## config.mk

```make
export PLATFORM = sky130hd
export DESIGN_NAME = queue_pop_reader
export DESIGN_NICKNAME = d
export VERILOG_FILES = /design/src/rtl/queue_pkg.sv /design/src/rtl/queue_reader_buf.sv /design/src/rtl/queue_pop_reader.sv
export SDC_FILE = /design/constraint.sdc
export NUM_CORES = 1
export LEC_CHECK = 0
export BUFFER_PORTS_ARGS = -buffer_cell sky130_fd_sc_hd__buf_2
export CAP_MARGIN = 20
export CORE_MARGIN = 2
export CORE_UTILIZATION = 41
export DETAILED_ROUTE_END_ITERATION = 8
export MAX_ROUTING_LAYER = met4
export PLACE_DENSITY = 0.61
export SYNTH_ARGS = -nofsm -noshare
export SYNTH_HDL_FRONTEND = slang
export SYNTH_HIERARCHICAL = 1
export SYNTH_SLANG_ARGS = --single-unit
```

## constraint.sdc

```tcl
create_clock -name clk -period 3.2 [get_ports clk]
set_input_delay 0.64 -clock clk [delete_from_list [all_inputs] [get_ports clk]]
set_output_delay 0.64 -clock clk [all_outputs]
set_load 0.01 [all_outputs]
```

## src/rtl/queue_pkg.sv

```systemverilog
// Shared definitions for the queue pop reader: default data width, stats width
// and FSM state encoding.
package queue_pkg;

   localparam int unsigned QUEUE_DATA_W = 4;
   localparam int unsigned STATS_W      = 16;

   typedef enum logic [1:0] {
      ST_IDLE  = 2'd0,
      ST_RUN   = 2'd1,
      ST_DRAIN = 2'd2
   } state_e;

endpackage

```

## src/rtl/queue_reader_buf.sv

```systemverilog
// Two-entry FIFO-ordered valid/ready output buffer; m_data is always the oldest
// word and stays put while the consumer stalls.
module queue_reader_buf
   import queue_pkg::*;
#(
   parameter int unsigned DATA_W = QUEUE_DATA_W
) (
   input  logic              clk,
   input  logic              rst_n,
   input  logic              wr_en,
   input  logic [DATA_W-1:0] wr_data,
   output logic [1:0]        count,
   output logic              m_valid,
   output logic [DATA_W-1:0] m_data,
   input  logic              m_ready
);

   logic [DATA_W-1:0] slot0_q, slot0_d;
   logic [DATA_W-1:0] slot1_q, slot1_d;
   logic [1:0]        count_q, count_d;
   logic              rd;

   assign rd = (count_q != 2'd0) && m_ready;

   always_comb begin
      slot0_d = slot0_q;
      slot1_d = slot1_q;
      count_d = count_q;
      unique case ({wr_en, rd})
         2'b10: begin
            if (count_q == 2'd0) slot0_d = wr_data;
            else                 slot1_d = wr_data;
            count_d = count_q + 2'd1;
         end
         2'b01: begin
            slot0_d = slot1_q;
            count_d = count_q - 2'd1;
         end
         // Simultaneous read and write: the occupancy is unchanged, the head advances.
         2'b11: begin
            if (count_q == 2'd2) begin
               slot0_d = slot1_q;
               slot1_d = wr_data;
            end else begin
               slot0_d = wr_data;
            end
         end
         default: ;
      endcase
   end

   always_ff @(posedge clk or negedge rst_n) begin
      if (!rst_n) begin
         slot0_q <= '0;
         slot1_q <= '0;
         count_q <= '0;
      end else begin
         slot0_q <= slot0_d;
         slot1_q <= slot1_d;
         count_q <= count_d;
      end
   end

   assign count   = count_q;
   assign m_valid = (count_q != 2'd0);
   assign m_data  = slot0_q;

endmodule

```

## src/rtl/queue_pop_reader.sv

```systemverilog
// Pop master for the 4-bit shift queue: burst FSM, pop gating and 2-entry output buffer.
// Optional statistics (words_total, underrun) are enabled by defining QUEUE_READER_STATS_EN.
module queue_pop_reader
   import queue_pkg::*;
#(
   parameter int unsigned DATA_W  = QUEUE_DATA_W,
   parameter int unsigned BURST_W = 4
) (
   input  logic               clk,
   input  logic               rst_n,
   input  logic               start,
   input  logic [BURST_W-1:0] burst_len,
   input  logic               abort,
   output logic               busy,
   output logic               done,
   input  logic               q_empty,
   input  logic [DATA_W-1:0]  q_data,
   output logic               q_enable,
   output logic               q_push_pop,
   output logic               m_valid,
   output logic [DATA_W-1:0]  m_data,
   input  logic               m_ready
`ifdef QUEUE_READER_STATS_EN
   ,
   output logic [STATS_W-1:0] words_total,
   output logic [0:0]         underrun
`endif
);

   state_e             state_q, state_d;
   logic [BURST_W-1:0] remaining_q, remaining_d;
   logic               drain_mode_q, drain_mode_d;
   logic               busy_q, busy_d;
   logic               done_q, done_d;
   logic [1:0]         buf_count;
   logic               space;
   logic               pop_fire;

   assign space    = (buf_count < 2'd2) || (m_valid && m_ready);
   assign pop_fire = (state_q == ST_RUN) && !q_empty && !abort && space &&
                     (drain_mode_q || (remaining_q != '0));

   assign q_enable   = pop_fire;
   assign q_push_pop = 1'b0;

   always_comb begin
      state_d      = state_q;
      remaining_d  = remaining_q;
      drain_mode_d = drain_mode_q;
      busy_d       = busy_q;
      done_d       = 1'b0;
      unique case (state_q)
         ST_IDLE: begin
            if (start && !abort) begin
               state_d      = ST_RUN;
               remaining_d  = burst_len;
               drain_mode_d = (burst_len == '0);
               busy_d       = 1'b1;
            end
         end
         ST_RUN: begin
            if (pop_fire && !drain_mode_q) remaining_d = remaining_q - BURST_W'(1);
            if (abort || (drain_mode_q && q_empty) ||
                (pop_fire && !drain_mode_q && (remaining_q == BURST_W'(1))))
               state_d = ST_DRAIN;
         end
         ST_DRAIN: begin
            if (buf_count == 2'd0) begin
               state_d = ST_IDLE;
               busy_d  = 1'b0;
               done_d  = 1'b1;
            end
         end
         default: begin
            state_d = ST_IDLE;
            busy_d  = 1'b0;
         end
      endcase
   end

   always_ff @(posedge clk or negedge rst_n) begin
      if (!rst_n) begin
         state_q      <= ST_IDLE;
         remaining_q  <= '0;
         drain_mode_q <= 1'b0;
         busy_q       <= 1'b0;
         done_q       <= 1'b0;
      end else begin
         state_q      <= state_d;
         remaining_q  <= remaining_d;
         drain_mode_q <= drain_mode_d;
         busy_q       <= busy_d;
         done_q       <= done_d;
      end
   end

   assign busy = busy_q;
   assign done = done_q;

   // The queue's data_out is captured on the same edge that its pop takes effect.
   queue_reader_buf #(
      .DATA_W (DATA_W)
   ) u_buf (
      .clk     (clk),
      .rst_n   (rst_n),
      .wr_en   (pop_fire),
      .wr_data (q_data),
      .count   (buf_count),
      .m_valid (m_valid),
      .m_data  (m_data),
      .m_ready (m_ready)
   );

`ifdef QUEUE_READER_STATS_EN
   logic [STATS_W-1:0] words_q;
   logic               underrun_q;

   always_ff @(posedge clk or negedge rst_n) begin
      if (!rst_n) begin
         words_q    <= '0;
         underrun_q <= 1'b0;
      end else begin
         if (pop_fire && (words_q != '1)) words_q <= words_q + STATS_W'(1);
         if ((state_q == ST_RUN) && q_empty && !drain_mode_q && (remaining_q != '0))
            underrun_q <= 1'b1;
      end
   end

   assign words_total = words_q;
   assign underrun    = underrun_q;
`endif

endmodule

```

==> results_tabular.tex <==
\begin{tabular}{lr}
\hline
Metric & Value \\
\hline
\multicolumn{2}{l}{\textbf{Status}} \\
Status & complete, no violations \\
\multicolumn{2}{l}{\textbf{Global routing}} \\
Maximum number of pins on one net before global-route repair & 20 \\
Initial antenna violation count & 0 \\
Total track usage & 16.10\% \\
Remaining global-route overflow & 0 \\
Wire length of the first global-routing pass & 3.953 mm \\
Via count of the first global-routing pass & 835 \\
\multicolumn{2}{l}{\textbf{Layout}} \\
Antenna cells & 0 \\
Area added between synthesis and finish & 12.56\% \\
Number of nets at the end of the flow & 152 \\
Layout cells sized above 1 & 24.43\% \\
Fill count & roughly 250 \\
Fin area & around 1300 um2 \\
\multicolumn{2}{l}{\textbf{CTS}} \\
Post-CTS Setup Bufs & 0 \\
Maximum clock path buffer count & 2 \\
Root Driver & sky130\_fd\_sc\_hd\_\_clkbuf\_4 \\
Post-cts hold buffer count & 0 \\
Clock net sink count & 19 \\
Clock latency at the later pin of the worst-skew pair & 0.30 ns \\
Post-cts sizing count & 0 \\
Clock transition at the registers of the reported paths & between 0.1 and 0.15 ns \\
CTS H-Tree Depth & 1 \\
TritonCTS buffer count & 3 \\
Clock tree from TritonCTS & done \\
\multicolumn{2}{l}{\textbf{Critical path}} \\
Data arrival time of the critical path & 2.19 ns \\
Worst reg2reg endpoint & u\_buf/slot1\_q[0] \\
Critical Setup Path Class & reg -> out \\
Crit. End Element & primary output \\
Depth of the worst register-to-register path & 8 \\
Required time worst endpoint & $\sim$2.6 ns \\
R2r startpoint & u\_buf/count[0] \\
Largest fanout on the critical path & 10 \\
Internal reg-to-reg setup slack & 0.54 ns \\
Worst Setup Start Kind & flop \\
\multicolumn{2}{l}{\textbf{Pwr}} \\
Static Leakage & approximately 0.57 nW \\
Worst VDD drop & 0.0004324 V \\
Power density relative to cell area & about 790 nW/um2 \\
Total chip power & 997.3 uW \\
\multicolumn{2}{l}{\textbf{Run}} \\
Max-cap violation count & 0 \\
\multicolumn{2}{l}{\textbf{Routing}} \\
DRC errors left & 0 \\
Routed via count divided by cell count & roughly 5.4 \\
1st-iter DRT viols & 13 \\
Total number of vias & 872 \\
Antenna-violating nets left & 0 \\
WL/cell & 13.47 um \\
Total Wirelength & 2.168 mm \\
Router iterations before antenna repair & 4 \\
\multicolumn{2}{l}{\textbf{Floorplanning}} \\
Die Footprint & roughly 3200 um2 \\
Vertical die dimension & 56.18 um \\
Standard cell core area & 2522 um2 \\
Die X & 56.18 um \\
Num ports & 23 \\
Starting utilization of the core area & approximately 44\% \\
Rows & 18 \\
\multicolumn{2}{l}{\textbf{Synth}} \\
Synthesized area per cell & approximately 10 um2 \\
Most frequently used flop master after synthesis & sky130\_fd\_sc\_hd\_\_dfrtp\_1 \\
Top post-synthesis cells by area & sky130\_fd\_sc\_hd\_\_dfrtp\_1 43\%, sky130\_fd\_sc\_hd\_\_ha\_1 6.7\%, sky130\_fd\_sc\_hd\_\_mux2\_4 5.4\% \\
Synthesized net count & approximately 130 \\
Number of synthesized flops with an enable pin & 0 \\
Cell accounting for the most synthesized area & sky130\_fd\_sc\_hd\_\_dfrtp\_1 \\
Number of standard cells after synthesis & approximately 110 \\
Number of distinct library cells after synthesis & 40 \\
Share of synthesized registers carrying an async set or reset & 100.0\% \\
Cell with the most instances after synthesis & sky130\_fd\_sc\_hd\_\_dfrtp\_1 \\
Combined area of all synthesized cells & 1116 um2 \\
Count of warnings emitted by yosys & 6 \\
FF+latch count, synth & 19 \\
Share of synthesized area occupied by flip-flops and latches & 42.60\% \\
Portion of synthesized cell area occupied by the leading cell type & 42.60\% \\
Most numerous cell types in the synthesized netlist & 19 x sky130\_fd\_sc\_hd\_\_dfrtp\_1, 7 x sky130\_fd\_sc\_hd\_\_nand2\_1, 6 x sky130\_fd\_sc\_hd\_\_ha\_1, 6 x sky130\_fd\_sc\_hd\_\_nor3\_1 \\
\multicolumn{2}{l}{\textbf{Timing}} \\
RSZ-0062 raised after global routing & no \\
Max-slew violations & 0 \\
Worst slew pin tran & around 0.52 ns \\
Clk\_skew & between 0.005 and 0.006 ns \\
Number of endpoints with negative hold slack in the final report & 0 \\
Minimum period implied by the final worst setup slack & $\sim$2.8 ns \\
Max Fclk & 353.2 MHz \\
Slew HR & between 60\% and 70\% \\
Final setup fails & 0 \\
Period Utilization, post-route & 88.48\% \\
Final hold slack & 0.2484 ns \\
Final setup TNS & 0 ns \\
\multicolumn{2}{l}{\textbf{Worst hold path}} \\
Path type of the worst min-delay path & in -> async \\
\multicolumn{2}{l}{\textbf{Placement}} \\
RePlAce Congestion & 0.8087 \\
PortBufs & 21 \\
Standard cell area after detailed placement & 1229 um2 \\
Post-detail-place hpwl & around 1.7 mm \\
\hline
\end{tabular}
## how the worst max path moves through the flow
stage                    from                to
2_1_floorplan  u_buf/count[1]  u_buf/slot1_q[0]
3_3_place_gp          q_empty  u_buf/slot1_q[2]
3_5_place_dp          q_empty  u_buf/slot1_q[0]
4_1_cts        u_buf/count[0]          q_enable
5_1_grt        u_buf/count[0]          q_enable
6_report       u_buf/count[0]          q_enable
## sequential cells by signal, indices dropped and copies added, names as in the netlist
name           flops
busy               1
u_buf/slot1_q      4
u_buf/m_data       4
remaining_q        4
state_q            2
drain_mode_q       1
done               1
u_buf/count        2
## power by group
| part | switching (mW) | total, mW | internal, mW |
|---|---|---|---|
| combinational | 0.207 | 0.419 | 0.212 |
| clock | 0.0775 | 0.124 | 0.0466 |
| sequential | 0.107 | 0.454 | 0.347 |
## logic make-up after synthesis
group	Yosys count	share of synthesized area, %
compound gates	26	15.58
fa+ha+maj	6	6.726
buf+inv	10	4.372
mux	5	6.278
simple gates	41	21.75
other cells	1	0.3360
xor+xnor	3	2.355
flops	19	42.60
## worst max-delay path, stage by stage, from the launching register on
cell	delay (ns)
sky130_fd_sc_hd__dfrtp_1	0.55
sky130_fd_sc_hd__or2_4	0.21
sky130_fd_sc_hd__a21boi_1	0.08
sky130_fd_sc_hd__or4_4	0.52
sky130_fd_sc_hd__a21oi_1	0.32
sky130_fd_sc_hd__buf_2	0.21
## through the flow
step | utilization [%] | instances | worst slack, ns
CTS | 49.80 | 161 | 0.3518
finish | 49.80 | 161 | 0.3685
floorplan | - | 111 | 0.6913
global placement | 48.71 | 157 | 0.6385
global route | 49.80 | 161 | 0.2183
detailed placement | 48.71 | 157 | 0.5553
## per-layer routing
| metal | up-vias | part of all wire, % | track usage [%] |
|---|---|---|---|
| li1 | 448 | - | - |
| met1 | 402 | 52 | 23.14 |
| met2 | 18 | 42 | 22.18 |
| met3 | 4 | 4.1 | 3.256 |
| met4 | 0 | 1.6 | 6.122 |
| met5 | - | 0 | - |
## cell usage in the layout (no fill, tap or decap), drive strengths merged
| cell | count |
|---|---|
| nor3 | 6 |
| dfrtp | 19 |
| nand2 | 7 |
| nor4 | 1 |
| nand3 | 5 |
| clkinv | 1 |
| nor2 | 4 |
| o31a | 1 |
| nand4b | 1 |
| clkbuf | 3 |
| xnor2 | 2 |
| or4 | 3 |
| nor3b | 3 |
| a31oi | 4 |
| a21boi | 1 |
| ha | 6 |
| o221ai | 1 |
| or4b | 2 |
| o21ai | 8 |
| xor2 | 1 |
| nand3b | 1 |
| and3b | 1 |
| inv | 5 |
| o22ai | 1 |
| conb | 1 |
| buf | 21 |
| o21a | 1 |
| o211a | 1 |
| and3 | 1 |
| nand2b | 4 |
| or2 | 1 |
| mux2i | 1 |
| o211ai | 3 |
| a21oi | 4 |
| or3 | 1 |
| a221o | 1 |
| mux2 | 4 |
## final cells by class
| type | count | area (um2) | share of cell area (%) |
|---|---|---|---|
| well taps | 30 | 37.54 | 2.988 |
| flip-flops and latches | 19 | 475.5 | 37.85 |
| clock buffers | 3 | 22.52 | 1.793 |
| clock inverters | 1 | 5.005 | 0.3984 |
| inverters | 5 | 18.77 | 1.494 |
| multi-input cells | 82 | 591.8 | 47.11 |
| repair buffers | 21 | 105.1 | 8.367 |
No activity file was read; power rests on OpenSTA's default activity.
